[src/rtl/osc_meas_ctrl.sv]
// osc_meas_ctrl: arms the NAND ring oscillator, lets it settle, counts its
// rising edges over a fixed window of clk cycles and reports the count.
module osc_meas_ctrl #(
  parameter int GATE_CYCLES   = 1024,
  parameter int SETTLE_CYCLES = 4,
  parameter int CNT_W         = 16,
  parameter int SYNC_STAGES   = 2
) (
  input  logic             clk,
  input  logic             rst_n,
  input  logic             start_i,
  input  logic             abort_i,
  output logic             osc_en,
  input  logic             osc_in,
  output logic             busy,
  output logic             done,
  output logic [CNT_W-1:0] count,
  output logic             ovf
);

  localparam int GATE_W = (GATE_CYCLES > 1) ? $clog2(GATE_CYCLES) : 1;
  localparam int SET_W  = (SETTLE_CYCLES > 1) ? $clog2(SETTLE_CYCLES) : 1;
  localparam logic [GATE_W-1:0] GATE_LOAD = GATE_W'(GATE_CYCLES - 1);
  localparam logic [SET_W-1:0]  SET_LOAD  = SET_W'(SETTLE_CYCLES - 1);
  localparam logic [CNT_W-1:0]  CNT_MAX   = '1;

  typedef enum logic [1:0] {IDLE, SETTLE, GATE, FINISH} state_t;

  state_t              state, next_state;
  logic [SYNC_STAGES-1:0] sync_q;
  logic                hist_q;
  logic                edge_det;
  logic [SET_W-1:0]    settle_cnt;
  logic [GATE_W-1:0]   gate_cnt;
  logic [CNT_W-1:0]    edge_cnt, edge_cnt_nxt;
  logic                sat_q, sat_nxt;
  logic                edge_hit, at_max;

  assign edge_det = sync_q[SYNC_STAGES-1] & ~hist_q;

  // Bring the asynchronous oscillator output into clk and keep one history bit
  always_ff @(posedge clk or negedge rst_n) begin
    if (!rst_n) begin
      sync_q <= '0;
      hist_q <= 1'b0;
    end else begin
      sync_q <= {sync_q[SYNC_STAGES-2:0], osc_in};
      hist_q <= sync_q[SYNC_STAGES-1];
    end
  end

  // State register
  always_ff @(posedge clk or negedge rst_n) begin
    if (!rst_n) state <= IDLE;
    else        state <= next_state;
  end

  // Next-state logic plus the saturating next value of the edge counter
  always_comb begin
    next_state   = state;
    edge_hit     = (state == GATE) && edge_det;
    at_max       = (edge_cnt == CNT_MAX);
    edge_cnt_nxt = edge_cnt;
    sat_nxt      = sat_q;
    if (edge_hit) begin
      if (at_max) sat_nxt      = 1'b1;
      else        edge_cnt_nxt = edge_cnt + 1'b1;
    end
    unique case (state)
      IDLE:    if (start_i && !abort_i) next_state = SETTLE;
      SETTLE: begin
        if (abort_i)                 next_state = IDLE;
        else if (settle_cnt == '0)   next_state = GATE;
      end
      GATE: begin
        if (abort_i)                 next_state = IDLE;
        else if (gate_cnt == '0)     next_state = FINISH;
      end
      FINISH:  next_state = IDLE;
      default: next_state = IDLE;
    endcase
  end

  // Settle/gate down-counters and the per-run edge counter with saturation flag
  always_ff @(posedge clk or negedge rst_n) begin
    if (!rst_n) begin
      settle_cnt <= '0;
      gate_cnt   <= '0;
      edge_cnt   <= '0;
      sat_q      <= 1'b0;
    end else begin
      edge_cnt <= edge_cnt_nxt;
      sat_q    <= sat_nxt;
      case (state)
        IDLE: begin
          if (next_state == SETTLE) begin
            settle_cnt <= SET_LOAD;
            edge_cnt   <= '0;
            sat_q      <= 1'b0;
          end
        end
        SETTLE: begin
          if (settle_cnt == '0) gate_cnt   <= GATE_LOAD;
          else                  settle_cnt <= settle_cnt - 1'b1;
        end
        GATE: begin
          if (gate_cnt != '0) gate_cnt <= gate_cnt - 1'b1;
        end
        default: ;
      endcase
    end
  end

  // Registered outputs so osc_en never glitches on multi-bit state changes;
  // the result is captured on entry to FINISH so it is valid alongside done
  always_ff @(posedge clk or negedge rst_n) begin
    if (!rst_n) begin
      osc_en <= 1'b0;
      busy   <= 1'b0;
      done   <= 1'b0;
      count  <= '0;
      ovf    <= 1'b0;
    end else begin
      osc_en <= (next_state == SETTLE) || (next_state == GATE);
      busy   <= (next_state != IDLE);
      done   <= (next_state == FINISH);
      if ((state == GATE) && (next_state == FINISH)) begin
        count <= edge_cnt_nxt;
        ovf   <= sat_nxt;
      end
    end
  end

endmodule

[config.mk]
export PLATFORM = sky130hd
export DESIGN_NAME = osc_meas_ctrl
export DESIGN_NICKNAME = d
export VERILOG_FILES = /design/src/rtl/osc_meas_ctrl.sv
export SDC_FILE = /design/constraint.sdc
export NUM_CORES = 1
export LEC_CHECK = 0
export CAP_MARGIN = 10
export CORE_ASPECT_RATIO = 1.25
export CORE_MARGIN = 1
export CORE_UTILIZATION = 30
export CTS_CLUSTER_SIZE = 12
export DETAILED_ROUTE_END_ITERATION = 10
export DONT_BUFFER_PORTS = 1
export GPL_ROUTABILITY_DRIVEN = 0
export GPL_TIMING_DRIVEN = 0
export HOLD_SLACK_MARGIN = 0.03
export PLACE_DENSITY = 0.54
export SYNTH_ARGS = -nofsm -noshare
export SYNTH_HDL_FRONTEND = slang
export SYNTH_SLANG_ARGS = --single-unit
export TNS_END_PERCENT = 1
[constraint.sdc]
create_clock -name clk -period 3.45 [get_ports clk]
set_input_delay 0.69 -clock clk [delete_from_list [all_inputs] [get_ports clk]]
set_output_delay 0.69 -clock clk [all_outputs]
set_load 0.02 [all_outputs]
# Word-level counts from Yosys, hierarchy flattened

Cells that the tools add are included.
Widths: inputs -> output; s select.

Word-level logic and storage cells: 62
Register bits after elaboration: 54

Mux-type cells: 20
Equality and inequality tests: 11
Reductions and logical operators: 14
Bitwise operators: 2
Add/subtract/negate cells: 3

Operators by type and width:

| cell                  | count |
|---|---|
| $mux 16               | 4 |
| $mux 10               | 2 |
| $pmux 10 s2           | 1 |
| $add 16x1->16 const B | 1 |
| $eq 16x16->1 const B  | 1 |
| $mux 2                | 7 |
| $logic_not 10->1      | 1 |
| $reduce_bool 10->1    | 1 |
| $sub 10x1->10 const B | 1 |
| $eq 2x2->1 const B    | 4 |
| $ne 2x2->1 const B    | 4 |
| $pmux 2 s4            | 1 |
| $reduce_and 3->1      | 2 |
| $reduce_bool 2->1     | 3 |
| $eq 2x1->1 const B    | 2 |
| $logic_not 2->1       | 2 |
| $mux 1                | 4 |
| $pmux 2 s2            | 1 |
| $logic_and 1x1->1     | 3 |
| $sub 2x1->2 const B   | 1 |
| $and 1x1->1           | 1 |
| $logic_not 1->1       | 1 |
| $logic_or 1x1->1      | 1 |
| $not 1->1             | 1 |

# Depth between registers and ports, before layout

Depth after elaboration: 7
Gate-level depth with buffers: 12
Mapped depth without buffers: 11

# Worst setup path before layout

OpenSTA, ideal clock, no wires.

Path type: reg2reg
From: reg gate_cnt[0]
To: reg edge_cnt[10]
Data arrival time: 2838 ps
Stages on the path, launching flop included: 11
Path slack: 480 ps
Library setup time: 132 ps
Path through: dfrtp_1 inv_1 ha_1 or4b_2 nor3_1 a21oi_1 nor2_1 ha_1 nor3b_1 clkbuf_1 nor2_1

Word-level cells in the longest chain between the ends: 7

RTL lines:

| element                  | RTL line | RTL |
|---|---|---|
| start: declaration       | 34       | `logic [GATE_W-1:0] gate_cnt;` |
| start signal: assignment | 107      | `if (gate_cnt != '0) gate_cnt <= gate_cnt - 1'b1;` |
| $logic_not 10->1         | 77       | `else if (gate_cnt == '0) next_state = FINISH;` |
| $mux 2                   | 77       |  |
| $mux 2                   | 76       | `if (abort_i) next_state = IDLE;` |
| $pmux 2 s4               | 69       | `unique case (state)` |
| via next_state[0]        | 29       | `state_t state, next_state;` |
| $eq 2x1->1               | 96       | `if (next_state == SETTLE) begin` |
| $mux 16                  | 96       |  |
| $mux 16                  | 94       | `case (state)` |
| end signal: assignment   | 92       | `edge_cnt <= edge_cnt_nxt;` |
| end: declaration         | 35       | `logic [CNT_W-1:0] edge_cnt, edge_cnt_nxt;` |

The timed path passes the listed nets, and every way through them passes these cells.
A chain may end at the register's enable or synchronous reset.

# Worst setup path after layout

From: reg gate_cnt[0]
To: reg edge_cnt[2]

Same word-level chain as after synthesis.

==> summary by stage <==
Cells and area
The repair_antennas step left the layout with diodes totalling 0. The final design utilization is 33.8%. The layout cell share with drive strength beyond 1 is 9.20%.

From synthesis to final layout, the design area changed by 8.84%. At the end of the flow, the number of nets in the layout was 271. The number of standard cells in the final layout excluding fillers is between 300 and 400.

Critical path
The launching element of the worst setup path is gate_cnt[0]$_DFFE_PN0P_. The critical path endpoint category is a flop. The number of buffers and inverters on the critical path is 2. In this run the critical register-to-register path is captured at edge_cnt[2]$_DFF_PN0_. The startpoint identified for the worst register-to-register timing path is gate_cnt[0]$_DFFE_PN0P_. The count of cells along the worst register-to-register path is 10. The cell with the biggest individual delay on the critical path is or4b_2. The worst-path maximum fanout is 10. The capturing element of the worst setup path is edge_cnt[2]$_DFF_PN0_. At the worst endpoint, the required time is between 3000 and 4000 ps.

The reg-to-reg setup timing slack is around 390 ps. Traced cell by cell, the critical path runs through inv_1, ha_1, or4b_2, nor3_2, a21oi_1, nor2_1, ha_1, nor3b_4, clkbuf_2, nor2_1. The instance count on the critical path is 10. The cell family contributing the most delay on the critical path is simple AND/OR/NAND/NOR gates. The arrival time reported for the critical path endpoint is 3240 ps. STA classifies the critical path startpoint as a flop. The biggest cell delay along the critical path is 640 ps. The worst setup path is of the reg -> reg kind.

Route
The number of iterations in the first detailed-routing pass is 9. The first-iteration detailed-routing DRC count is 71. The count of nets left with antenna violations once routing finished came out at 0. The wire length per cell after detailed routing is approximately 15 µm.

Detailed routing inserted a total of around 1,900 vias. The DRC violations left is 2. The number of vias per cell is 5.39. For this block, the routed nets add up to 5.34 mm of wire.

Clock tree
The number of clock buffers added by TritonCTS is 5. The clock network latency to the later pin of the worst-skew pair is 300 ps. The H-tree was split into 2 levels. The clock tree from TritonCTS is built. The tree built by TritonCTS fans out to 54 sinks. The root buffer cell is clkbuf_8.

Buffers inserted to repair hold after CTS numbered 0. The register clock-pin slew on the reported worst setup and hold paths is 100 ps. The number of post-CTS setup repair buffers is 0. The maximum buffer depth of the clock tree is 2.

Place
Summed over all nets, the half-perimeter wirelength after detailed placement is 3.90 mm. The pre-CTS setup slack is -435 ps. During placement, the flow inserted port buffers numbering 0.

The post-placement cell count is 351.

Synthesis
The Yosys step of the flow raised 0 warnings. After synthesis, the most frequently instantiated cells are 54 x dfrtp_1, 27 x nor2_1, 19 x o21ai_0. Synthesis produced 254 cells.

The number of nets handed over by synthesis was around 270. For this run, the leading register cell type out of synthesis is dfrtp_1. The async set-or-reset flop fraction in the synthesized netlist is 100%. dfrtp_1 is the most common cell in the netlist. The mean instance size in the synthesized netlist is ~10 µm². The synthesized netlist contains 46 unique library cells. Yosys attributes the largest share of cell area to dfrtp_1 53%, nor2_1 4.0%, o21ai_0 3.7%. The total standard cell area after synthesis is 2560 µm². The area share of the largest cell type after synthesis is 52.8%. Synthesis inferred between 50 and 60 register bits. Counting flops with a built-in enable in the synthesized netlist gives 0. The dominant cell type by area after synthesis is dfrtp_1. Sequential elements use 52.8% of the synthesized area.

Status
The run finished, with violations left. The checks that failed: design-rule violations.

Power
The clock network accounts for about 28% of the total power. The switching power as a share of total power is 28.8%. The part of the total power dissipated in sequential elements is about 58%. The internal power of the cells is around 0.97 mW. For this design the static power due to leakage is 1.17 nW. The cell area power density is 486 nW/µm². The worst IR drop on VDD is about 0.00022 V. The share of total power in combinational logic is 14.6%. The analysis attributes to net switching a power of 0.390 mW.

Hold path
The path type of the worst min-delay path is in -> async.

Timing
The fraction of the cycle the final worst path needs is 88.7%. The worst pin sits at a relative slew slack of 51.9%. Setup violations remaining at the end of the flow were counted as 0. Setup slack on the critical path of the routed design comes to 391 ps. On the final layout, the worst clock skew is 7.93 ps. The count of final max-slew check failures is 0. The actual slew at the worst max-slew pin is 715 ps.

The final count of hold timing violations is 0. After layout, the minimum clock period comes to slightly above 3000 ps. The achievable frequency is 327 MHz.

Setup repair after global routing left no endpoint under its margin.

Run
The number of max-capacitance violations reported is 0.

Floorplan
The I/O pin count is 25. From bottom edge to top edge, the die measures 105 µm. The initial core utilization is 31.1%. The cell row count is 37. The die span in x is around 85 µm. The die footprint is 8910 µm². The standard cell core area is 8240 µm².

GRT
The first global-routing pass estimated 9.33 mm of wire. The total global routing track utilization is between 10% and 20%. Entering global routing, the biggest net connects 55 pins.

The number of antenna violations at the first check in global routing is 0. After global routing the overflow that remains totals 0. The via count of the first global-routing pass is 1,906.
==> layout make-up <==
| class | count | area (µm²) |
|---|---|---|
| buffer | 8 | 38.8 |
| multi-input combinational | 182 | 1150 |
| clock inverter | 1 | 5.00 |
| fill | 849 | 5450 |
| clock buffer | 7 | 86.3 |
| inverter | 9 | 33.8 |
| sequential | 54 | 1350 |
| tap | 97 | 121 |
==> power by group through the flow <==
stage,registers [mW],logic (mW),clock network [mW]
6_report,0.785,0.198,0.372
2_1_floorplan,0.781,0.161,0
3_5_place_dp,0.798,0.197,0
3_3_place_gp,0.796,0.187,0
5_1_grt,0.800,0.234,0.408
4_1_cts,0.785,0.200,0.385
==> repair_timing <==
action | CTS | global route
resized for setup | 2 | 3
endpoints found under the hold margin | 0 | 0
setup endpoints to repair | 15 | 17
==> worst min path at each step <==
stage | end | slack [ps] | cells past startpoint
2_1_floorplan | sync_q[1]$_DFF_PN0_ | 330 | 0
3_3_place_gp | sync_q[1]$_DFF_PN0_ | 340 | 0
3_5_place_dp | sync_q[1]$_DFF_PN0_ | 340 | 0
4_1_cts | settle_cnt[1]$_DFFE_PN0P_ | 50 | 0
5_1_grt | count[6]$_DFFE_PN0P_ | 40 | 0
6_report | count[8]$_DFFE_PN0P_ | 70 | 0
==> worst reg2reg max path, delay by kind of cell (launching register included) <==
family                   cells  cell delay [ps]
AND/OR/NAND/NOR              5             1620
flip-flops                   1              410
buffers and inverters        2              400
adder cells (fa/ha/maj)      2              380
AO/OA/AOI/OAI                1              130
==> registers in the layout (all words and copies together) (netlist names) <==
signal,flops
ovf,1
hist_q,1
sat_q,1
edge_cnt,16
state,2
count,16
gate_cnt,10
osc_en,1
done,1
busy,1
settle_cnt,2
sync_q,2
==> through the flow <==
step | power, mW | instance area (µm²) | setup TNS [ps] | hold slack (ps)
2_1_floorplan | 0.942 | 2560 | 0 | 331
3_3_place_gp | 0.983 | 2680 | -3880 | 337
3_5_place_dp | 0.994 | 2680 | -4200 | 337
4_1_cts | 1.37 | 2790 | 0 | 53.1
5_1_grt | 1.44 | 2790 | 0 | 44.6
6_report | 1.36 | 2790 | 0 | 68.5
==> cell usage in the layout, fill, tap and decap left out, drive strengths merged, types with 3 or more instances in the layout <==
| master | n |
|---|---|
| a41oi | 3 |
| or2 | 4 |
| and3 | 5 |
| o31ai | 8 |
| or4 | 5 |
| o21ai | 19 |
| and4 | 4 |
| nor2 | 27 |
| ha | 6 |
| nand3b | 5 |
| a31oi | 13 |
| clkbuf | 11 |
| nand2 | 12 |
| nand4 | 6 |
| or3 | 8 |
| inv | 9 |
| nor3 | 5 |
| nand3 | 8 |
| nor4 | 5 |
| buf | 4 |
| dfrtp | 54 |
| a21oi | 15 |
==> kinds of logic (layout without fill, tap and decap cells) <==
family	Yosys count	after routing	synth area share [%]
mux	4	4	1.66
simple gates	105	105	23.6
flops	54	54	52.8
compound gates	67	67	16.1
buf+inv	18	25	2.93
fa+ha+maj	6	6	2.93
==> routing by layer <==
metal / vias up / routed length (µm) / global-route usage [%]
li1: 960 / - / -
met1: 930 / 2410 / 16.0
met2: 33 / 2660 / 22.6
met3: 6 / 215 / 3.13
met4: 0 / 62 / 5.08
met5: - / 0 / 0
No activity file was read; power rests on OpenSTA's default activity.
